<file path="config.mk">
export PLATFORM = sky130hd
export DESIGN_NAME = ibex_icache_scr_key_mgr
export DESIGN_NICKNAME = d
export VERILOG_FILES = /design/src/rtl/ibex_pkg.sv /design/src/rtl/ibex_icache_scr_key_mgr.sv
export SDC_FILE = /design/constraint.sdc
export NUM_CORES = 1
export LEC_CHECK = 0
export CAP_MARGIN = 30
export CORE_AREA = 2 2 202 204
export CTS_CLUSTER_SIZE = 24
export DETAILED_ROUTE_END_ITERATION = 6
export DIE_AREA = 0 0 204 206
export GPL_TIMING_DRIVEN = 0
export HOLD_SLACK_MARGIN = 0.08
export SETUP_SLACK_MARGIN = 0.3
export SYNTH_ARGS = -nofsm -noshare
export SYNTH_HDL_FRONTEND = slang
export SYNTH_SLANG_ARGS = --single-unit
</file>
<file path="constraint.sdc">
create_clock -name clk_i -period 1.9 [get_ports clk_i]
set_clock_uncertainty 0.05 [all_clocks]
set_input_delay 0.19 -clock clk_i [delete_from_list [all_inputs] [get_ports clk_i]]
set_output_delay 0.19 -clock clk_i [all_outputs]
set_load 0.05 [all_outputs]
</file>
<file path="src/rtl/ibex_pkg.sv">
// ibex_pkg: shared types and constants for the instruction-cache scramble
// key manager.
//   - scr_key_st_e     : key manager FSM state encoding
//   - SCRAMBLE_KEY_W   : default scramble key width
//   - SCRAMBLE_NONCE_W : default tag nonce width
//   - RNDCNST_SCR_*    : key/nonce used from reset until the first rekey
package ibex_pkg;

  localparam int unsigned SCRAMBLE_KEY_W   = 128;
  localparam int unsigned SCRAMBLE_NONCE_W = 64;

  localparam logic [SCRAMBLE_KEY_W-1:0]   RNDCNST_SCR_KEY =
      128'h14e8cecae3040d5e12286bb3cc113298;
  localparam logic [SCRAMBLE_NONCE_W-1:0] RNDCNST_SCR_NONCE =
      64'hf79780bc735f3843;

  typedef enum logic [1:0] {
    ScrIdle     = 2'd0,
    ScrReq      = 2'd1,
    ScrInval    = 2'd2,
    ScrWaitBusy = 2'd3
  } scr_key_st_e;

endpackage

</file>
<file path="src/rtl/ibex_icache_scr_key_mgr.sv">
// ibex_icache_scr_key_mgr: fetches a new scramble key/nonce from a key
// source on request, invalidates the instruction cache and reports
// completion or timeout.
//
// Ports:
//   clk_i, rst_ni      clock, async active-low reset
//   rekey_req_i        core request for a new key (level or pulse)
//   key_req_o          request to the key source
//   key_ack_i          key source ack; key_i / nonce_i valid this cycle
//   key_i, nonce_i     new key and nonce
//   key_valid_o        key/nonce outputs usable by the RAMs
//   key_o              current key
//   tag_nonce_o        current nonce
//   data_nonce_o       {previous, current} nonce, or current nonce only
//   icache_inval_o     one-cycle invalidate pulse to the cache
//   icache_busy_i      cache invalidation in progress
//   rekey_done_o       one-cycle completion pulse
//   rekey_err_o        one-cycle key source timeout pulse
//
// state       | meaning
// ------------+-----------------------------------------------------------
// ScrIdle     | old or new key in use, waiting for a rekey request
// ScrReq      | key requested, waiting for ack; key outputs not valid
// ScrInval    | new key captured, invalidate pulse to the cache
// ScrWaitBusy | waiting for the cache to finish invalidating
module ibex_icache_scr_key_mgr
  import ibex_pkg::*;
#(
  parameter int unsigned KeyW          = SCRAMBLE_KEY_W,
  parameter int unsigned NonceW        = SCRAMBLE_NONCE_W,
  parameter int unsigned DataNonceW    = 2 * SCRAMBLE_NONCE_W,
  parameter int unsigned TimeoutCycles = 1024,
  parameter logic [KeyW-1:0]   RndCnstKey   = KeyW'(RNDCNST_SCR_KEY),
  parameter logic [NonceW-1:0] RndCnstNonce = NonceW'(RNDCNST_SCR_NONCE)
) (
  input  logic                  clk_i,
  input  logic                  rst_ni,
  input  logic                  rekey_req_i,
  output logic                  key_req_o,
  input  logic                  key_ack_i,
  input  logic [KeyW-1:0]       key_i,
  input  logic [NonceW-1:0]     nonce_i,
  output logic                  key_valid_o,
  output logic [KeyW-1:0]       key_o,
  output logic [NonceW-1:0]     tag_nonce_o,
  output logic [DataNonceW-1:0] data_nonce_o,
  output logic                  icache_inval_o,
  input  logic                  icache_busy_i,
  output logic                  rekey_done_o,
  output logic                  rekey_err_o
);

  if (!(DataNonceW == NonceW || DataNonceW == 2 * NonceW)) begin : g_bad_data_nonce_w
    $error("DataNonceW must be NonceW or 2*NonceW");
  end
  if (TimeoutCycles < 2 || TimeoutCycles > 65535) begin : g_bad_timeout
    $error("TimeoutCycles must be in 2..65535");
  end

  localparam int unsigned CntW = $clog2(TimeoutCycles);
  localparam logic [CntW-1:0] CntLast = CntW'(TimeoutCycles - 1);

  scr_key_st_e       state_q, state_d;
  logic [CntW-1:0]   cnt_q;
  logic              pending_q;
  logic [KeyW-1:0]   key_q;
  logic [NonceW-1:0] nonce_q;
  logic              capture;
  logic              req_entry;

  always_comb begin
    state_d        = state_q;
    key_req_o      = 1'b0;
    icache_inval_o = 1'b0;
    rekey_done_o   = 1'b0;
    rekey_err_o    = 1'b0;
    capture        = 1'b0;
    req_entry      = 1'b0;
    unique case (state_q)
      ScrIdle: begin
        if (rekey_req_i || pending_q) begin
          state_d   = ScrReq;
          req_entry = 1'b1;
        end
      end
      ScrReq: begin
        key_req_o = 1'b1;
        // An ack in the last allowed cycle still wins over the timeout.
        if (key_ack_i) begin
          capture = 1'b1;
          state_d = ScrInval;
        end else if (cnt_q == CntLast) begin
          rekey_err_o = 1'b1;
          state_d     = ScrIdle;
        end
      end
      ScrInval: begin
        icache_inval_o = 1'b1;
        state_d        = ScrWaitBusy;
      end
      ScrWaitBusy: begin
        if (!icache_busy_i) begin
          rekey_done_o = 1'b1;
          state_d      = ScrIdle;
        end
      end
      default: state_d = ScrIdle;
    endcase
  end

  assign key_valid_o = (state_q != ScrReq);

  always_ff @(posedge clk_i or negedge rst_ni) begin
    if (!rst_ni) begin
      state_q   <= ScrIdle;
      cnt_q     <= '0;
      pending_q <= 1'b0;
    end else begin
      state_q <= state_d;
      if (req_entry) begin
        cnt_q <= '0;
      end else if (state_q == ScrReq) begin
        cnt_q <= cnt_q + CntW'(1);
      end
      // Requests arriving mid-rekey collapse into a single follow-up rekey.
      if (rekey_req_i && state_q != ScrIdle) begin
        pending_q <= 1'b1;
      end else if (req_entry) begin
        pending_q <= 1'b0;
      end
    end
  end

  always_ff @(posedge clk_i or negedge rst_ni) begin
    if (!rst_ni) begin
      key_q   <= RndCnstKey;
      nonce_q <= RndCnstNonce;
    end else if (capture) begin
      key_q   <= key_i;
      nonce_q <= nonce_i;
    end
  end

  assign key_o       = key_q;
  assign tag_nonce_o = nonce_q;

  if (DataNonceW == 2 * NonceW) begin : g_dual_nonce
    logic [NonceW-1:0] nonce_prev_q;

    always_ff @(posedge clk_i or negedge rst_ni) begin
      if (!rst_ni) begin
        nonce_prev_q <= RndCnstNonce;
      end else if (capture) begin
        nonce_prev_q <= nonce_q;
      end
    end

    assign data_nonce_o = {nonce_prev_q, nonce_q};
  end else begin : g_single_nonce
    assign data_nonce_o = nonce_q;
  end

endmodule

</file>
==> summary.md <==
| Metric | Value |
|---|---|
| Status | finished, violations left |
| Failing checks | negative setup slack |
| Initial antenna violation count | 1 |
| CTS Buf Count | 31 |
| Nets | 1466 |
| Root Buffer | clkbuf_16 |
| Die area | 0.04202 mm^2 |
| Post-Syn Instances | 685 |
| Fin crit share | 107.9% |
| Post-synth top cells | mux2_4 (236), dfrtp_1 (144), dfstp_2 (125) |
| Critical path type | flip-flop to output pin |
| Count leader, synth | mux2_4 |
| First-pass GRT wire length | 50110 um |
| Slowest cell on the critical path | dfrtp_1 |
| Initial DRC count | 183 |
| Max cap viols | 0 |
| Hold EP | key_o[106] |
| DRC viols | 0 |
| # H-tree levels | 1 |
| Hold Startpoint | key_i[106] |
| Flops & latches, synth | 269 |
| Half-perimeter wire length after placement | 24870 um |
| Post-DRT Antenna Nets | 0 |
| Req. time, crit path | 1.66 ns |
| TritonCTS clock tree | done |
| Primary FF master, synth | dfrtp_1 |
| Routed WL | 34560 um |
| Clk Latency, worst-skew pair | 0.55 ns |
| Layout cells sized above 1 | 68.14% |
| Placeable core area | 0.04018 mm^2 |
| Min cycle time layout | 2.049 ns |
| Yosys warns | 0 |
| Syn nets | 883 |
| RD Place Congestion | 0.7981 |
| R2R Setup Slk | 0.10 ns |
| # IOs | 522 |
| Die width | 204 um |
| N_diodes | 0 |
| CTS max path bufs | 3 |
| Top-area cell type share of the netlist area | 30.40% |
| Fin worst setup slack | -0.1493 ns |
| Congestion Overflow GR | 0 |
| Post-synth EDFFs | 0 |
| Cell taking the most area after synthesis | dfrtp_1 |
| Synthesized area | 0.01186 mm^2 |
| Critical Path, Cell by Cell | clkbuf_8, nand3b_1, nor4_4, buf_6 |
| Final setup fails | 1 |
| GRT Resource Usage Total | 15.40% |
| WL/cell | 18.97 um |
| 1st-pass router iterations | 4 |
| Clk slew on worst S/H paths | 0.06 ns |
| Via Count | 7666 |
| Element type at the critical path end | output pin |
| Max Fclk | 488.0 MHz |
| Slew HR | 64.86% |
| Number of global-route vias before repair | 7990 |
| Avg Cell Area, Syn | 17.31 um^2 |
| Worst Path Max Fanout | 10 |
| Tightest Hold Check Type | input port to flip-flop |
| Synth-to-Final Area Change | 57.31% |
| Initial core utilization | 29.50% |
| Util after Layout | 46.41% |
| Ranking of synthesized cells by area | dfrtp_1 (30%), mux2_4 (30%), dfstp_2 (28%), buf_4 (4.1%), buf_6 (2.6%) |
| Sink Count | 269 |
| Setup crit start kind | flip-flop |
| Cell variety after synth | 37 |
| Die H | 206 um |
| Site Rows | 74 |
| Critical path arrival | 1.81 ns |
| RSZ-0062 raised after global routing | yes |
| Hold Path Stages | 2 |
| Fin. Hold Viols | 0 |
| FFs w/ async S/R, synth | 100.0% |
| Critical path's largest stage delay | 0.37 ns |
| Worst Tran Pin Value | 0.5270 ns |
| Share of the yosys chip area belonging to registers | 58.10% |
| R2R Path End | tag_nonce_o[38] |
| Via density | 4.207 |
| Largest net degree at the start of global routing | 118 |
| R2R depth | 7 |
| Port Buffers | 521 |
| Fin. max-slew vios | 0 |
[cell type report]
type,count,area [um^2]
multi-input cells,316,4198
well taps,532,665.6
flip-flops and latches,269,6895
plain buffers,96,870.8
inverters,4,15.01
repair buffers,550,5049
fillers,3705,21530
clock inverters,4,25.02
clock buffers,51,930.9
[worst max path at each step]
stage	startpoint	to	cells after the start
floorplan	cnt_q[3]	rekey_err_o	3
global placement	rst_ni	key_o[69]	1
detailed placement	cnt_q[0]	rekey_err_o	4
CTS	cnt_q[1]	rekey_err_o	4
global route	state_q[0]	rekey_err_o	4
finish	state_q[0]	rekey_err_o	4
[kinds of logic (layout without fill, tap and decap cells)]
| logic type | Yosys count | count (layout) | synth area share, % |
|---|---|---|---|
| flops | 269 | 269 | 58.10 |
| buf+inv | 100 | 705 | 6.955 |
| fa+ha+maj | 1 | 1 | 0.1055 |
| simple gates | 38 | 38 | 1.794 |
| compound gates | 18 | 18 | 1.003 |
| mux | 259 | 259 | 32.04 |
[stage by stage]
step | hold slack, ns | setup slack (ns) | std cells | area, um^2 | setup TNS, ns
floorplan | -0.1556 | 0.2368 | 685 | 11900 | 0
global placement | 0.4354 | -11.33 | 1738 | 17780 | -2587.67
detailed placement | 0.04186 | -0.3641 | 1740 | 17840 | -5.073
CTS | 0.1507 | -0.1782 | 1812 | 18830 | -5.198
global route | 0.1722 | -0.2440 | 1822 | 18650 | -0.2951
finish | 0.1896 | -0.1493 | 1822 | 18650 | -0.1493
[layer usage]
layer | vias to the layer above | GRT usage (%) | part of all wire, %
li1 | 3506 | - | -
met1 | 3813 | 19.53 | 41
met5 | - | 0 | 0.046
met4 | 2 | 3.701 | 1.6
met3 | 45 | 4.226 | 7.7
met2 | 300 | 26.07 | 49
[state kept, by name, summed over array words and instances, names as in the netlist, named ones only]
name and flops:
key_o 128, g_dual_nonce.nonce_prev_q 64, tag_nonce_o 64, cnt_q 10, pending_q 1, state_q 1
[cell usage in the layout (no fill, tap or decap), types with 2 or more instances in the layout]
master,netlist,final
mux2_4,236,236
clkdlybuf4s50_1,0,195
buf_4,65,178
dfrtp_1,144,138
dfstp_2,125,125
buf_6,27,86
clkbuf_2,0,66
clkdlybuf4s15_2,0,42
clkbuf_16,0,34
clkbuf_4,0,26
buf_2,2,21
mux2_2,16,16
clkbuf_1,2,12
buf_8,0,11
clkbuf_8,0,9
nand2_1,8,8
dfrtp_2,0,6
dlymetal6s2s_1,0,6
buf_12,0,5
nand3_1,6,5
inv_1,4,4
mux2_1,4,4
o21ai_0,4,4
nor2_1,5,4
buf_16,0,4
nand2b_1,3,3
mux2i_1,3,3
a21oi_1,3,3
nand4_1,2,2
nor3_1,2,2
o311ai_0,2,2
o31ai_1,2,2
a31oi_1,2,2
clkinv_2,0,2
[worst max-delay path: cells and delay by family, from the launching register on]
family | cells | cell delay, ns
buffers and inverters | 2 | 0.38
AND/OR/NAND/NOR | 2 | 0.50
flip-flops | 1 | 0.37
[what timing repair did]
action	in CTS	in global routing
buffers inserted	12	7
resized for setup	1319	278
pin swaps	3	1
hold endpoints to repair	98	0
hold buffers	5	0
gates cloned	0	3
endpoints found under the setup margin	575	533
Power is left out: the tool's default activity adds up to more than one toggle a clock period on the data nets, which glitch-free logic cannot reach.
